`src/rtl/uart_bus_master.sv`:
```
`default_nettype none
// ============================================================================
// Module   : uart_bus_master
// Purpose  : Bridges a byte-stream UART to a simple register bus. Frames are
//            a command byte (0x57 write / 0x52 read) followed by a 4-byte
//            big-endian address and, for writes, a 4-byte big-endian data
//            word. A write is acknowledged with 0x4B, a read returns the
//            4 read-data bytes MSB first, an unknown command returns 0x3F.
//            A stalled frame (no byte for TIMEOUT_CYCLES) is silently dropped.
// Ports    : clk, rst            - clock, synchronous active-high reset
//            rx_data/valid/ready - inbound byte stream (valid/ready handshake)
//            tx_data/valid/ready - outbound response bytes
//            bus_addr            - registered bus address
//            bus_wr_data         - registered bus write data
//            bus_wr_en           - one-cycle write strobe
//            bus_rd_en           - one-cycle read strobe
//            bus_rd_data         - read data, valid the cycle after bus_rd_en
//            busy                - high whenever the FSM is not idle
// Revision : 1.0 - initial release
// ============================================================================
module uart_bus_master #(
  parameter int ADDR_WIDTH     = 32,
  parameter int DATA_WIDTH     = 32,
  parameter int TIMEOUT_CYCLES = 1000000
) (
  input  logic                  clk,
  input  logic                  rst,
  input  logic [7:0]            rx_data,
  input  logic                  rx_valid,
  output logic                  rx_ready,
  output logic [7:0]            tx_data,
  output logic                  tx_valid,
  input  logic                  tx_ready,
  output logic [ADDR_WIDTH-1:0] bus_addr,
  output logic [DATA_WIDTH-1:0] bus_wr_data,
  output logic                  bus_wr_en,
  output logic                  bus_rd_en,
  input  logic [DATA_WIDTH-1:0] bus_rd_data,
  output logic                  busy
);

  localparam logic [7:0] c_CMD_WRITE = 8'h57;
  localparam logic [7:0] c_CMD_READ  = 8'h52;
  localparam logic [7:0] c_RESP_ERR  = 8'h3F;
  localparam logic [7:0] c_RESP_ACK  = 8'h4B;

  localparam int                 c_TMO_W    = $clog2(TIMEOUT_CYCLES + 1);
  localparam logic [c_TMO_W-1:0] c_TMO_LAST = c_TMO_W'(TIMEOUT_CYCLES - 1);

  typedef enum logic [2:0] {
    IDLE    = 3'd0,
    ADDR    = 3'd1,
    DATA    = 3'd2,
    BUS_WR  = 3'd3,
    BUS_RD  = 3'd4,
    RD_WAIT = 3'd5,
    TX_RESP = 3'd6
  } state_t;

  state_t                r_state;
  state_t                w_state_next;
  logic [1:0]            r_byte_cnt;
  logic                  r_is_write;
  logic [ADDR_WIDTH-1:0] r_addr;
  logic [DATA_WIDTH-1:0] r_wdata;
  logic [DATA_WIDTH-1:0] r_resp;
  logic [1:0]            r_resp_cnt;   // response bytes remaining minus one
  logic [c_TMO_W-1:0]    r_tmo_cnt;

  logic w_rx_fire;
  logic w_tx_fire;
  logic w_cmd_valid;
  logic w_timeout;

  assign rx_ready    = (r_state == IDLE) || (r_state == ADDR) || (r_state == DATA);
  assign tx_valid    = (r_state == TX_RESP);
  assign bus_wr_en   = (r_state == BUS_WR);
  assign bus_rd_en   = (r_state == BUS_RD);
  assign busy        = (r_state != IDLE);
  assign tx_data     = r_resp[DATA_WIDTH-1 -: 8];
  assign bus_addr    = r_addr;
  assign bus_wr_data = r_wdata;

  assign w_rx_fire   = rx_valid && rx_ready;
  assign w_tx_fire   = tx_valid && tx_ready;
  assign w_cmd_valid = (rx_data == c_CMD_WRITE) || (rx_data == c_CMD_READ);
  // An arriving byte always wins over an expiring timeout in the same cycle.
  assign w_timeout   = (r_tmo_cnt == c_TMO_LAST);

  // --------------------------------------------------------------------------
  // State register
  // --------------------------------------------------------------------------
  always_ff @(posedge clk) begin
    if (rst) begin
      r_state <= IDLE;
    end else begin
      r_state <= w_state_next;
    end
  end

  // --------------------------------------------------------------------------
  // Next-state logic
  // --------------------------------------------------------------------------
  always_comb begin
    w_state_next = r_state;
    case (r_state)
      IDLE: begin
        if (rx_valid) begin
          w_state_next = w_cmd_valid ? ADDR : TX_RESP;
        end
      end
      ADDR: begin
        if (rx_valid) begin
          if (r_byte_cnt == 2'd3) begin
            w_state_next = r_is_write ? DATA : BUS_RD;
          end
        end else if (w_timeout) begin
          w_state_next = IDLE;
        end
      end
      DATA: begin
        if (rx_valid) begin
          if (r_byte_cnt == 2'd3) begin
            w_state_next = BUS_WR;
          end
        end else if (w_timeout) begin
          w_state_next = IDLE;
        end
      end
      BUS_WR:  w_state_next = TX_RESP;
      BUS_RD:  w_state_next = RD_WAIT;
      RD_WAIT: w_state_next = TX_RESP;
      TX_RESP: begin
        if (tx_ready && (r_resp_cnt == 2'd0)) begin
          w_state_next = IDLE;
        end
      end
      default: w_state_next = IDLE;
    endcase
  end

  // --------------------------------------------------------------------------
  // Datapath: shift registers, response buffer, counters
  // --------------------------------------------------------------------------
  always_ff @(posedge clk) begin
    if (rst) begin
      r_byte_cnt <= 2'd0;
      r_is_write <= 1'b0;
      r_addr     <= '0;
      r_wdata    <= '0;
      r_resp     <= '0;
      r_resp_cnt <= 2'd0;
      r_tmo_cnt  <= '0;
    end else begin
      // Idle-gap counter only runs while a frame is being received.
      if (((r_state == ADDR) || (r_state == DATA)) && !w_rx_fire) begin
        r_tmo_cnt <= r_tmo_cnt + 1'b1;
      end else begin
        r_tmo_cnt <= '0;
      end

      case (r_state)
        IDLE: begin
          if (w_rx_fire) begin
            r_byte_cnt <= 2'd0;
            r_is_write <= (rx_data == c_CMD_WRITE);
            if (!w_cmd_valid) begin
              r_resp     <= {c_RESP_ERR, {(DATA_WIDTH-8){1'b0}}};
              r_resp_cnt <= 2'd0;
            end
          end
        end
        ADDR: begin
          if (w_rx_fire) begin
            r_addr     <= {r_addr[ADDR_WIDTH-9:0], rx_data};
            r_byte_cnt <= r_byte_cnt + 1'b1;
          end
        end
        DATA: begin
          if (w_rx_fire) begin
            r_wdata    <= {r_wdata[DATA_WIDTH-9:0], rx_data};
            r_byte_cnt <= r_byte_cnt + 1'b1;
          end
        end
        BUS_WR: begin
          r_resp     <= {c_RESP_ACK, {(DATA_WIDTH-8){1'b0}}};
          r_resp_cnt <= 2'd0;
        end
        RD_WAIT: begin
          r_resp     <= bus_rd_data;
          r_resp_cnt <= 2'd3;
        end
        TX_RESP: begin
          // Response is sent MSB first by shifting the next byte to the top.
          if (w_tx_fire) begin
            r_resp     <= {r_resp[DATA_WIDTH-9:0], 8'h00};
            r_resp_cnt <= r_resp_cnt - 1'b1;
          end
        end
        default: ;
      endcase
    end
  end

endmodule
`default_nettype wire

```
`config.mk`:
```
export PLATFORM = sky130hd
export DESIGN_NAME = uart_bus_master
export DESIGN_NICKNAME = d
export VERILOG_FILES = /design/src/rtl/uart_bus_master.sv
export SDC_FILE = /design/constraint.sdc
export NUM_CORES = 1
export LEC_CHECK = 0
export ABC_AREA = 1
export CORE_ASPECT_RATIO = 1.75
export CORE_MARGIN = 2
export CORE_UTILIZATION = 37
export CTS_CLUSTER_SIZE = 40
export DETAILED_ROUTE_END_ITERATION = 8
export SYNTH_ARGS = -nofsm -noshare
export SYNTH_HDL_FRONTEND = slang
export SYNTH_SLANG_ARGS = --single-unit
```
`constraint.sdc`:
```
create_clock -name clk -period 2.6 [get_ports clk]
set_input_delay 0.52 -clock clk [delete_from_list [all_inputs] [get_ports clk]]
set_output_delay 0.52 -clock clk [all_outputs]
set_load 0.005 [all_outputs]
```
==> summary.md, run 1 <==
| Metric | Value |
|---|---|
| Die area | 0.0150 mm2 |
| Clock slew at the register clock pins of the worst setup and hold paths | 0.06 ns |
| Required @ worst endpoint | 2.08 ns |
| Die height | 160 um |
| Hold Fails Final Rpt | 0 |
| Top-count cell post-synth | nor2_1 |
| Synthesis-stage register bit count | 124 |
| Worst-case vdd ir drop | 0.526 mV |
| Clk buf depth | 2 |
| Detailed Route WL | 13.0 mm |
| Final Cell Area | 0.00706 mm2 |
| Io pins | 121 |
| Hold-fix buffers, CTS | 0 |
| Period minus WS final | 2.44 ns |
| RSZ-0062 raised after global routing | no |
| Largest net degree at the start of global routing | 57 |
| Final setup TNS | 0 ns |
| Top cells by area, synth | dfxtp_1, nor2_1, o21ai_0, nand2_1, a22o_1 |
| Antenna diodes | 0 |
| Worst Hold Class | register to register |
| Combinational family with the most area after synthesis | simple AND/OR/NAND/NOR gates |
| Num CTS Buffers | 17 |
| Pre-CTS setup slack | 0.302 ns |
| Vias | 4842 |
| Cts repair resizes | 0 |
| Post-synth EDFFs | 0 |
| # DRC | 0 |
| Proportion of synthesized area in mux cells | 0 |
| Site Rows | 57 |
| Headroom to the max-slew limit | 0.635 |
| Max Slew Vio Count | 0 |
| Synth unique cells | 38 |
| Net Sw Frac | 0.326 |
| Gr usage total | 0.180 |
| Crit end category | primary output |
| First-pass GRT wire length | 21.8 mm |
| Final net count | 851 |
| Starting density of the core | 0.375 |
| Synth Area in Simple Gates | 0.253 |
| Final setup violation count | 0 |
| Tightest Pin Transition | 0.542 ns |
| Area of the core | 0.0138 mm2 |
| Arrival time of the worst setup path | 1.92 ns |
| Die W | 93.3 um |
| GRT Residual Overflow | 0 |
| Post-route antenna net violation count | 0 |
| Max-cap violations | 0 |
| Vias per inst | 4.87 |
| Power, Total | 6.94 mW |
| DRT Pass-1 Iters | 4 |
| Leak | 2.65 nW |
| Port bufs | 120 |
| 1st-iter DRT viols | 172 |
| Synth cell count leaders | nor2_1, dfxtp_1, o21ai_0 |
| Final Cycle Share | 0.938 |
| Sequential power share | 0.371 |
| Number of clock sinks | 124 |
| PwrDens | 983 mW/mm2 |
| Worst Skew | 0.00552 ns |
| Clock power frac | 0.335 |
| Worst-path maximum fanout | 8 |
| Layout Utilization | 0.513 |
| Vias in the first global route | 4635 |
| Adder-Cell Fraction of Synth Area | 0.00727 |
| Initial antenna violation count | 0 |
| Comb pwr share | 0.294 |
| Post-Syn Area per Cell | 7.44 um2 |
| Post-CTS repair timing setup buffer count | 0 |
| Ys flop type | dfxtp_1 |
| Synth Warn # | 0 |
| Area post-placement | 0.00647 mm2 |
| H-Tree Depth | 4 |
| Skew-Pair Late Insertion Delay | 0.41 ns |
| CP Launch Type | register |
| Final worst setup slack | 0.162 ns |
| Hpwl dp | 9.49 mm |
| Syn Inst Count | 694 |
| NetSw | 2.26 mW |
| Syn-to-layout area delta | 36.7% |
| WS Path Type | register to primary output |
| Seq/Total Area, Yosys | 0.481 |
| CTS tree | done |
| Pint | 4.68 mW |
| Gpl congestion | 0.824 |
| Share of the synthesized area in the top cell type | 0.481 |
| Post-synth ARST share | 0 |
| Root Driver | clkbuf_16 |
| Layout cells sized above 1 | 0.0820 |
| Post-Synth XOR/XNOR Area | 0.00848 |
| Post-Syn Nets | 741 |
| Fillers | 1348 |
| WL/cell | 13.0 um |
| Synth area leader | dfxtp_1 |
| Post-synthesis instance area | 0.00516 mm2 |
| Outcome | finished clean |
| Complex-gate fraction of the synthesized area | 0.176 |
| Fmax | 0.410 GHz |
power by group through the flow:
stage / registers [mW] / clock network (mW) / logic, mW
after floorplan: 2.56 / 0 / 1.34
after global placement: 2.60 / 0 / 2.03
after detailed placement: 2.62 / 0 / 2.07
after CTS: 2.58 / 2.39 / 2.08
after global routing: 2.63 / 2.48 / 2.32
final: 2.57 / 2.33 / 2.04
cell usage in the layout, fill, tap and decap left out, drive strengths merged:
cell / synthesis / final
nor3: 16 / 16
inv: 39 / 45
nand3b: 1 / 1
bufinv: 0 / 2
nand4: 5 / 5
nor3b: 3 / 3
clkinvlp: 0 / 3
dfxtp: 124 / 124
nor4: 1 / 1
a31oi: 1 / 1
a21oi: 29 / 29
o22ai: 1 / 1
o21ai: 99 / 99
nor2: 207 / 207
o31ai: 1 / 1
buf: 26 / 13
ha: 3 / 3
nand2: 74 / 74
a22oi: 1 / 1
nand3: 13 / 13
clkbuf: 16 / 17
clkinv: 3 / 7
xor2: 3 / 3
a311oi: 1 / 1
clkdlybuf4s50: 0 / 120
xnor2: 2 / 2
a211oi: 2 / 2
a22o: 23 / 23
worst max-delay path: stages (launching register included):
cell	delay [ns]
dfxtp_1	0.48
inv_2	0.15
nor2_1	0.30
clkdlybuf4s50_1	0.58
registers in the layout, summed over array words and instances, names as in the netlist:
register and flops:
bus_addr 32, bus_wr_data 32, r_resp 32, r_tmo_cnt 20
r_state 3, r_byte_cnt 2, r_resp_cnt 2, r_is_write 1
stage by stage:
stage	instances	hold WS, ns
after floorplan	694	0.418
final	994	0.446
after detailed placement	962	0.441
after CTS	994	0.455
after global placement	962	0.429
after global routing	994	0.473
cell families (layout without fill, tap and decap cells):
group | after synthesis | count (layout)
adders and majority gates | 3 | 3
DFF | 124 | 124
and+or+nand+nor | 320 | 320
AOI/OAI and AO/OA | 158 | 158
xor gates and xnor gates | 5 | 5
buffers and inverters | 84 | 207
final cells by class:
class / instances / area, um2 / share of cell area
clock buffers: 17 / 425 / 0.0603
clock inverters: 15 / 163 / 0.0230
inverters: 42 / 160 / 0.0227
multi-input cells: 486 / 2300 / 0.325
flip-flops and latches: 124 / 2480 / 0.352
well taps: 177 / 221 / 0.0314
repair buffers: 133 / 1310 / 0.186
per-layer routing:
layer / part of all wire / vias up / global-route usage
li1: - / 2490 / -
met1: 0.41 / 2185 / 0.198
met2: 0.52 / 139 / 0.324
met3: 0.049 / 28 / 0.0446
met4: 0.026 / 0 / 0.0755
met5: 0 / - / 0
final timing paths:
check | start | to | slack (ns) | cells past startpoint
max | r_state[2] | bus_rd_en | 0.16 | 3
min | r_tmo_cnt[0] | r_tmo_cnt[0] | 0.45 | 1
max reg2reg | r_state[0] | r_resp[26] | 0.73 | 10
min reg2reg | r_tmo_cnt[0] | r_tmo_cnt[0] | 0.45 | 1
No activity file was read; power rests on OpenSTA's default activity.
==> run 2, diff against run 1 <==
--- a/config.mk
+++ b/config.mk
@@ -8,9 +8,10 @@
 export ABC_AREA = 1
 export CORE_ASPECT_RATIO = 1.75
 export CORE_MARGIN = 2
-export CORE_UTILIZATION = 37
+export CORE_UTILIZATION = 54
 export CTS_CLUSTER_SIZE = 40
 export DETAILED_ROUTE_END_ITERATION = 8
+export PLACE_DENSITY = 0.86
 export SYNTH_ARGS = -nofsm -noshare
 export SYNTH_HDL_FRONTEND = slang
 export SYNTH_SLANG_ARGS = --single-unit
==> run 2 against run 1 <==
Against the previous run:
- routed wire length rose by 3.7%
- sequential share of layout area rose by 0.18 points
- worst hold slack got worse by 0.0019 ns
- cell area fell by 0.50%
- die area fell by 31%
- critical path type unchanged
- largest power group unchanged
- setup slack got worse by 0.021 ns
- via count rose by 3.8%
==> summary.md, run 2 (synthesis gave the netlist of run 1 again) <==
| Metric | Value |
|---|---|
| Clock slew at the register clock pins of the worst setup and hold paths | 0.06 ns |
| # DRC | 0 |
| RSZ-0062 raised after global routing | no |
| Starting density of the core | 0.549 |
| Headroom to the max-slew limit | 0.650 |
| Vias per inst | 5.38 |
| H-Tree Depth | 4 |
| Arrival time of the worst setup path | 1.94 ns |
| R2r startpoint | r_state[0] |
| Hold-fix buffers, CTS | 0 |
| WL/cell | 14.4 um |
| Hold Path Depth | 1 |
| Hold wc startpoint | r_tmo_cnt[0] |
| Max-cap violations | 0 |
| WS Path Type | register to primary output |
| Port bufs | 120 |
| Worst Skew | 0.00547 ns |
| Worst Hold Class | register to register |
| Die W | 77.9 um |
| Hpwl dp | 9.20 mm |
| Area of the core | 0.00941 mm2 |
| Num CTS Buffers | 17 |
| PwrDens | 1030 mW/mm2 |
| Leak | 2.67 nW |
| Final net count | 847 |
| Hold_ws | 0.444 ns |
| R2R depth | 9 |
| Vias in the first global route | 4926 |
| Worst-case vdd ir drop | 0.894 mV |
| Worst-path maximum fanout | 8 |
| Clk buf depth | 2 |
| CP Launch Type | register |
| Io pins | 121 |
| DRT Pass-1 Iters | 5 |
| Reg2Reg Setup Slack | 0.75 ns |
| Skew-Pair Late Insertion Delay | 0.41 ns |
| Syn-to-layout area delta | 36.0% |
| Most common cell after layout, fill and taps aside | nor2_1 |
| Hold Fails Final Rpt | 0 |
| Hold path endpoint | r_tmo_cnt[0] |
| 1st-iter DRT viols | 310 |
| Layout cells sized above 1 | 0.0739 |
| Post-route antenna net violation count | 0 |
| Crit path launch | r_state[2] |
| Period minus WS final | 2.46 ns |
| Post-CTS repair timing setup buffer count | 0 |
| Gpl congestion | 0.918 |
| Antenna diodes | 0 |
| Final setup TNS | 0 ns |
| Final Cycle Share | 0.945 |
| Cts repair resizes | 0 |
| Site Rows | 47 |
| Final setup violation count | 0 |
| Fillers | 676 |
| Outcome | finished clean |
| GRT Residual Overflow | 0 |
| Gr usage total | 0.266 |
| CTS tree | done |
| Power, Total | 7.24 mW |
| Worst reg2reg endpoint | r_resp[26] |
| Initial antenna violation count | 0 |
| Vias | 5027 |
| Max Slew Vio Count | 0 |
| Die height | 133 um |
| First-pass GRT wire length | 22.0 mm |
| Fmax | 0.407 GHz |
| Number of clock sinks | 124 |
| Required @ worst endpoint | 2.08 ns |
| Die area | 0.0104 mm2 |
| Detailed Route WL | 13.4 mm |
| Root Driver | clkbuf_16 |
| Crit end category | primary output |
| Largest net degree at the start of global routing | 91 |
| Commonest cells after routing, fill and taps aside | nor2_1, dfxtp_1, clkdlybuf4s50_1, o21ai_0, nand2_1 |
| Tightest Pin Transition | 0.521 ns |
==> run 2: how the worst max path moves through the flow <==
stage                     cells after the start  slack [ns]          to
after floorplan                               7        1.00  r_resp[24]
after global placement                       10        0.29  r_resp[25]
after detailed placement                     10        0.25  r_resp[27]
after CTS                                     4        0.18   bus_rd_en
after global routing                          4        0.07   bus_rd_en
final                                         3        0.14   bus_rd_en
==> run 2: layer usage <==
layer  vias to the layer above  GRT usage  wire length (um)
li1                       2477          -                 -
met1                      2291      0.256              4910
met2                       205      0.490              7110
met3                        54     0.0766               775
met4                         0      0.158               651
met5                         -          0                 0
==> run 2: cell type report <==
cell class | count | area, um2 | area share
Inverter | 42 | 160 | 0.0228
Tap cell | 122 | 153 | 0.0217
Clock inverter | 11 | 193 | 0.0274
Timing Repair Buffer | 129 | 1290 | 0.184
Sequential cell | 124 | 2480 | 0.353
Clock buffer | 20 | 447 | 0.0636
Multi-Input combinational cell | 486 | 2300 | 0.327
==> run 2: power breakdown <==
part           leakage [nW]  switching [mW]  internal [mW]
Combinational          1.35            1.15          0.956
Clock                 0.306           0.831           1.72
Sequential             1.01           0.277           2.31
==> run 2: worst max-delay path, cell delays in order (launching register included) <==
cell             delay [ns]
dfxtp_1                0.47
inv_2                  0.16
nor2_1                 0.30
clkdlybuf4s50_1        0.59
==> run 2: through the flow <==
stage | util | setup WS, ns | cell area, um2 | cells
after floorplan | - | 1.00 | 5160 | 694
after global placement | 0.679 | 0.287 | 6390 | 903
after detailed placement | 0.679 | 0.248 | 6390 | 903
after CTS | 0.747 | 0.177 | 7030 | 934
after global routing | 0.747 | 0.0699 | 7030 | 934
final | 0.747 | 0.142 | 7030 | 934
==> run 3, diff against run 2 <==
--- a/config.mk
+++ b/config.mk
@@ -12,6 +12,7 @@
 export CTS_CLUSTER_SIZE = 40
 export DETAILED_ROUTE_END_ITERATION = 8
 export PLACE_DENSITY = 0.86
+export SLEW_MARGIN = 5
 export SYNTH_ARGS = -nofsm -noshare
 export SYNTH_HDL_FRONTEND = slang
 export SYNTH_SLANG_ARGS = --single-unit
==> results of run 3 <==
Same layout as run 2: the final DEF is identical, and so are final timing and power.
